### src/rtl/csel_adder_pipe.sv
// Pipelined carry-select adder/subtractor: one BLK-bit block resolved per stage,
// valid/ready handshake with a global stall, carry-out and signed-overflow flags.
module csel_adder_pipe #(
   parameter int WIDTH = 16,
   parameter int BLK   = 4,
   localparam int NSTG = WIDTH / BLK
) (
   input  logic             clk,
   input  logic             rst_n,
   input  logic             in_valid,
   output logic             in_ready,
   input  logic [WIDTH-1:0] a,
   input  logic [WIDTH-1:0] b,
   input  logic             cin,
   input  logic             sub,
   output logic             out_valid,
   input  logic             out_ready,
   output logic [WIDTH-1:0] sum,
   output logic             cout,
   output logic             ovf
);

   if ((WIDTH % BLK) != 0 || BLK < 2) begin : g_param_check
      $error("csel_adder_pipe: WIDTH must be a multiple of BLK and BLK >= 2");
   end

   // Rank 0 holds the prepared operands; rank k+1 holds the result of stage k.
   logic [NSTG:0]      vld_q;
   logic [WIDTH-1:0]   a_q  [NSTG];
   logic [WIDTH-1:0]   bb_q [NSTG];
   logic [WIDTH-1:0]   ps_q [NSTG+1];
   logic [NSTG:0]      c_q;
   logic               ovf_q;

   logic [BLK:0]       s0_d  [NSTG];
   logic [BLK:0]       s1_d  [NSTG];
   logic [BLK:0]       sel_d [NSTG];
   logic [WIDTH-1:0]   ps_d  [NSTG];
   logic [NSTG-1:0]    c_d;
   logic               ovf_d;
   logic               adv;

   assign adv       = !vld_q[NSTG] || out_ready;
   assign in_ready  = adv;
   assign out_valid = vld_q[NSTG];
   assign sum       = ps_q[NSTG];
   assign cout      = c_q[NSTG];
   assign ovf       = ovf_q;

   always_comb begin
      for (int k = 0; k < NSTG; k++) begin
         s0_d[k]  = {1'b0, a_q[k][k*BLK +: BLK]} + {1'b0, bb_q[k][k*BLK +: BLK]};
         s1_d[k]  = s0_d[k] + {{BLK{1'b0}}, 1'b1};
         sel_d[k] = c_q[k] ? s1_d[k] : s0_d[k];
         ps_d[k]  = ps_q[k];
         ps_d[k][k*BLK +: BLK] = sel_d[k][BLK-1:0];
         c_d[k]   = sel_d[k][BLK];
      end
      // Carry into the MSB is recovered from the MSB sum bit and its operand bits.
      ovf_d = a_q[NSTG-1][WIDTH-1] ^ bb_q[NSTG-1][WIDTH-1]
            ^ sel_d[NSTG-1][BLK-1] ^ sel_d[NSTG-1][BLK];
   end

   // Data ranks only load behind a valid beat so outputs never toggle on bubbles.
   always_ff @(posedge clk or negedge rst_n) begin
      if (!rst_n) begin
         vld_q <= '0;
         c_q   <= '0;
         ovf_q <= 1'b0;
         for (int k = 0; k < NSTG; k++) begin
            a_q[k]  <= '0;
            bb_q[k] <= '0;
         end
         for (int k = 0; k <= NSTG; k++) begin
            ps_q[k] <= '0;
         end
      end else if (adv) begin
         vld_q <= {vld_q[NSTG-1:0], in_valid};
         if (in_valid) begin
            a_q[0]  <= a;
            bb_q[0] <= sub ? ~b : b;
            c_q[0]  <= sub | cin;
            ps_q[0] <= '0;
         end
         for (int k = 0; k < NSTG-1; k++) begin
            if (vld_q[k]) begin
               a_q[k+1]  <= a_q[k];
               bb_q[k+1] <= bb_q[k];
            end
         end
         for (int k = 0; k < NSTG; k++) begin
            if (vld_q[k]) begin
               ps_q[k+1] <= ps_d[k];
               c_q[k+1]  <= c_d[k];
            end
         end
         if (vld_q[NSTG-1]) begin
            ovf_q <= ovf_d;
         end
      end
   end

endmodule

### config.mk
export PLATFORM = sky130hd
export DESIGN_NAME = csel_adder_pipe
export DESIGN_NICKNAME = d
export VERILOG_FILES = /design/src/rtl/csel_adder_pipe.sv
export SDC_FILE = /design/constraint.sdc
export NUM_CORES = 1
export LEC_CHECK = 0
export ABC_AREA = 1
export BUFFER_PORTS_ARGS = -buffer_cell sky130_fd_sc_hd__buf_2
export CAP_MARGIN = 30
export CELL_PAD_IN_SITES_DETAIL_PLACEMENT = 0
export CELL_PAD_IN_SITES_GLOBAL_PLACEMENT = 1
export CORE_MARGIN = 5
export CORE_UTILIZATION = 35
export CTS_BUF_LIST = sky130_fd_sc_hd__clkbuf_2
export DETAILED_ROUTE_END_ITERATION = 10
export PLACE_DENSITY_LB_ADDON = 0.1
export SKIP_CTS_REPAIR_TIMING = 1
export SYNTH_ARGS = -nofsm -noshare
export SYNTH_HDL_FRONTEND = slang
export SYNTH_SLANG_ARGS = --single-unit
### constraint.sdc
create_clock -name clk -period 4.2 [get_ports clk]
set_input_delay 0.21 -clock clk [delete_from_list [all_inputs] [get_ports clk]]
set_output_delay 0.21 -clock clk [all_outputs]
set_load 0.02 [all_outputs]
[Yosys cells after proc, flatten, opt, wreduce, memory -nomap -nowiden]
Cells that the tools add are included.
Storage, ports and cells
  register bits: 179
  input port bits: 38
  output and inout bits: 20
  logic and storage cells: 44
Operators by class
  add/sub/neg operators: 8
  mux-type cells: 5
  bitwise logic cells: 5
  reduce and logical (&&, ||, !) cells: 7
Operator list (number)
  $add A4 B4 Y5: 4
  $add A5 B1 Y5 const B: 4
  $mux W5: 4
  $mux W16: 1
  $not A16 Y16: 1
  $reduce_and A2 Y1: 5
  $xor A1 B1 Y1: 3
  $logic_not A1 Y1: 1
  $logic_or A1 B1 Y1: 1
  $or A1 B1 Y1: 1

[Longest topological paths before layout]
  depth after elaboration: 5
  mapped depth: 13
  gate-level depth less buffers: 13

[Worst setup path before layout]
Ideal clock, no wire load.
  kind: reg-to-reg
  start: reg a_q[12] in the netlist's numbering
  end: reg ovf_q, in the netlist ovf
  library setup time: 120 ps
  arrival time: 1814 ps
  data required time: 4080 ps
  path slack: 2267 ps
  cell stages (with the launch flop): 13
  path buffers: 0
  period minus slack after synthesis: 1933 ps
  cell sequence: dfrtp_1 > ha_1 > inv_1 > fa_1 > inv_1 > ha_1 > nand2_1 > nor2_4 > nand3_1 > nand2_2 > nand2_1 > nor2_1 > a21oi_2
Between the ends
  longest elaborated chain between the ends: 5
Ends and longest elaborated chain
  from (decl): RTL line 29  | logic [WIDTH-1:0] a_q [NSTG];
  from (signal, indexed assignment): RTL line 87  | a_q[k+1] <= a_q[k];
  $add A4 B4 Y5 *: RTL line 52  | s0_d[k] = {1'b0, a_q[k][k*BLK +: BLK]} + {1'b0, bb_q[k][k*BLK +: BLK]};
  $add A5 B1 Y5: RTL line 53  | s1_d[k] = s0_d[k] + {{BLK{1'b0}}, 1'b1};
  $mux W5 *: RTL line 54  | sel_d[k] = c_q[k] ? s1_d[k] : s0_d[k];
  $xor A1 B1 Y1: RTL line 61  | ^ sel_d[NSTG-1][BLK-1] ^ sel_d[NSTG-1][BLK];
  $xor A1 B1 Y1 *: RTL line 61
  to (signal assigned): RTL line 98  | ovf_q <= ovf_d;
  to (decl): RTL line 33  | logic ovf_q;
Every way passes the cells marked *; elsewhere a longest branch is shown, timed or not.
A chain may end at the register's enable or synchronous reset.

[Final worst setup path]
  start: reg vld_q[4]
  end: reg a_q[61] in the netlist's numbering
Between the ends
  longest elaborated chain between the ends: 3
Ends and longest elaborated chain
  from (decl): RTL line 28  | logic [NSTG:0] vld_q;
  from (signal assigned): RTL line 78  | vld_q <= {vld_q[NSTG-1:0], in_valid};
  $logic_not A1 Y1: RTL line 43  | assign adv = !vld_q[NSTG] || out_ready;
  $logic_or A1 B1 Y1: RTL line 43
  $reduce_and A2 Y1 (no source line)
Every way passes these cells.

==> impl_metrics.sql <==
INSERT INTO impl_metrics (metric_group, metric, value, unit) VALUES
('power_and_ir_drop', 'power_density_over_cell_area', '653', 'nW/µm²'),
('timing', 'clock-skew-final', '18.1', 'ps'),
('finish', 'final_stage_net_count', '835', ''),
('clocking', 'clock-root-buffer', 'clkbuf_2', ''),
('critical_path', 'worst-setup-path-type', 'flop to flop', ''),
('run_status', 'run_status', 'finished clean', ''),
('timing', 'fin_crit', '2180', 'ps'),
('placement', 'placedInstanceArea', '6440', 'µm²'),
('route', 'route.final.wire_length', '11900', 'µm'),
('timing', 'unrepaired_setup_endpoints_after_global_routing', 'no', ''),
('critical_path', 'critical_path_required', '4790', 'ps'),
('timing', 'fin_crit_sh', '52.0', '%'),
('clocking', 'cts.sink_count', '131', ''),
('worst_hold_path', 'min_path_type', 'input port to asynchronous set/reset pin', ''),
('grt', 'grt_first_pass_wirelength', '20300', 'µm'),
('grt', 'globalRouteOverflowTotal', '0', ''),
('die', 'starting_density', '35.4', '%'),
('finish', 'finish.instance_area', '7300', 'µm²'),
('flow_run', 'maxcap_violations', '0', ''),
('route', 'viasPerCell', '4.28', ''),
('synth', 'netlist_instances', '658', ''),
('timing', 'finalSetupViolCount', '0', ''),
('clocking', 'cts_tree', 'done', ''),
('route', 'vias', '4337', ''),
('route', 'avgRoutedWirePerCell', '11.8', 'µm'),
('clocking', 'clk_pin_slew', '190', 'ps'),
('die', 'io_pins', '58', ''),
('finish', 'final_layout_size_suffix_gt1_share', '14.5', '%'),
('route', 'drcViolationCount', '0', ''),
('clocking', 'htree_levels', '4', ''),
('critical_path', 'timing.critical_path.fanout_max', '46', ''),
('clocking', 'cts-root-to-sink-buffers', '2', ''),
('synth', 'yosys_warning_total', '0', ''),
('grt', 'grt_start_max_net_pins', '60', ''),
('timing', 'final.setup.tns', '0', 'ps'),
('route', 'drtAntennaViolNets', '0', ''),
('synth', 'synth_cell_types', '33', ''),
('route', 'drt-initial-drc-count', '177', ''),
('grt', 'grt_pass1_vias', '4058', ''),
('die', 'die_w', '142', 'µm'),
('synth', 'syn_area', '6060', 'µm²'),
('grt', 'globalRouteTotalUtil', '12.6', '%'),
('placement', 'numPortBuffers', '57', ''),
('die', 'die_area', '20000', 'µm²'),
('finish', 'area_growth_syn_to_layout', '20.5', '%'),
('power_and_ir_drop', 'cellLeakagePower', '3.68', 'nW'),
('timing', 'maxSlewHeadroom', '48.6', '%'),
('synth', 'synth_nets', '720', ''),
('die', 'die_height', '142', 'µm'),
('placement', 'hpwlAfterDp', '8280', 'µm'),
('timing', 'maxClockFrequency', '458', 'MHz'),
('grt', 'antenna_found_initial', '1', ''),
('placement', 'place.gp.congestion', '0.790', ''),
('critical_path', 'critPathArrivalTime', '2770', 'ps'),
('placement', 'preCtsSetupSlack', '2120', 'ps'),
('finish', 'fraction_of_the_core_area_covered_by_cells_at_the_end_of_the_flow', '42.7', '%'),
('critical_path', 'setup.worst_path.end_class', 'flop', ''),
('clocking', 'worst_skew_pair.late_latency', '680', 'ps'),
('synth', 'synthTopCellsByArea', 'dfrtp_1 (54%), nand2_1 (14%), o21ai_0 (5.9%)', ''),
('clocking', 'cts_inserted_buffers', '17', ''),
('die', 'core_region_area', '17100', 'µm²'),
('critical_path', 'start_kind', 'flop', ''),
('route', 'drtPass1Iterations', '4', ''),
('synth', 'synth.avg_cell_area', '9.21', 'µm²'),
('synth', 'synth_largest_area_cell', 'dfrtp_1', ''),
('power_and_ir_drop', 'fin_total_pwr', '0.00477', 'W'),
('timing', 'finalMaxSlewViolations', '0', ''),
('synth', 'ys_seq_area_share', '54.1', '%'),
('synth', 'synth-seq-cells', '131', ''),
('synth', 'yosys.area.top_type_share', '54.1', '%'),
('die', 'placementRows', '48', ''),
('timing', 'worst_pin_slew', '769', 'ps'),
('power_and_ir_drop', 'worst_ir_drop_vdd', '0.206', 'mV'),
('timing', 'hold_viol_final', '0', ''),
('timing', 'post-route-worst-setup-slack', '2020', 'ps');
cell usage in the layout, fill, tap and decap left out, types with 3 or more instances in the layout:
master	n
a21oi_1	10
a31oi_1	4
and3_1	3
buf_2	56
buf_4	3
clkbuf_2	17
clkinv_1	4
clkinvlp_4	4
dfrtp_1	131
dlygate4sd3_1	63
fa_1	4
ha_1	20
inv_1	56
inv_2	6
nand2_1	232
nand2_2	3
nand3_1	19
nand4_1	4
nor2_1	12
nor2_4	3
nor2_8	3
o21ai_0	71
o21ai_1	11
o21ai_2	5
o31ai_1	4
xnor2_1	17
xor2_1	6
metal layers:
layer / vias up / track usage [%] / routed length, µm
met1: 1911 / 18.8 / 6270
met3: 12 / 3.51 / 511
met2: 81 / 17.3 / 4950
met4: 0 / 4.70 / 176
met5: - / 0 / 0
li1: 2333 / - / -
sequential cells by signal, indices dropped and copies added (netlist names):
register	flops
a_q	40
vld_q	5
sum	16
bb_q	40
ps_d	24
ovf	1
c_q	5
layout make-up:
cell class                      instances  area, µm²
Sequential cell                       131       3280
Antenna cell                            2       5.00
Multi-Input combinational cell        437       2330
Tap cell                              225        282
Timing Repair Buffer                  122        933
Clock buffer                           17       85.1
Fill cell                            1780       9820
Clock inverter                         15        141
Inverter                               64        245
power by group:
| group | internal (W) | leakage [nW] | switching [W] |
|---|---|---|---|
| Combinational | 0.000774 | 1.91 | 0.00122 |
| Clock | 0.000265 | 0.126 | 0.000473 |
| Sequential | 0.00176 | 1.64 | 0.000270 |
| Total | 0.00280 | 3.68 | 0.00197 |
cells in the mapped netlist (all sizes together):
master  count
o21a        1
xnor2      17
ha         20
nand3      21
a31oi       4
a21oi      12
nor2       18
dfrtp     131
inv        64
o31ai       4
nand4       4
and3        3
buf        23
o21ai      87
clkbuf      3
fa          4
nand2     236
xor2        6
logic make-up (layout without fill, tap and decap cells):
kind of cell | after synthesis | after routing | synth area share, %
and+or+nand+nor | 282 | 282 | 19.9
DFF | 131 | 131 | 54.1
AOI/OAI and AO/OA | 108 | 108 | 9.77
buffers and inverters | 90 | 218 | 7.41
adders and majority gates | 24 | 24 | 5.45
xor gates and xnor gates | 23 | 23 | 3.33
other | 0 | 2 | 0
critical path: stages, from the launching register on:
cell,delay [ps]
dfrtp_1,390
inv_1,90
nor2_8,260
inv_4,130
nand2_8,230
inv_2,240
nand2_1,140
nand2_1,50
dlygate4sd3_1,550
final timing paths:
path	start	end	slack, ps	depth (start not counted)
max reg2reg	vld_q[4]	a_q[61]	2020	8
max	vld_q[4]	a_q[61]	2020	8
min	rst_n	sum[9]	120	2
min reg2reg	sum[2]	sum[2]	490	2
min in group clk	sub	bb_q[63]	130	3
max in group asynchronous	rst_n	a_q[37]	3090	3
per-stage QoR:
stage | cells | hold WS, ps
3_5_place_dp | 916 | 332
5_1_grt | 1013 | 138
4_1_cts | 948 | -497
6_report | 1013 | 121
3_3_place_gp | 916 | 334
2_1_floorplan | 658 | -85.6
(Power assumes the default switching activity.)
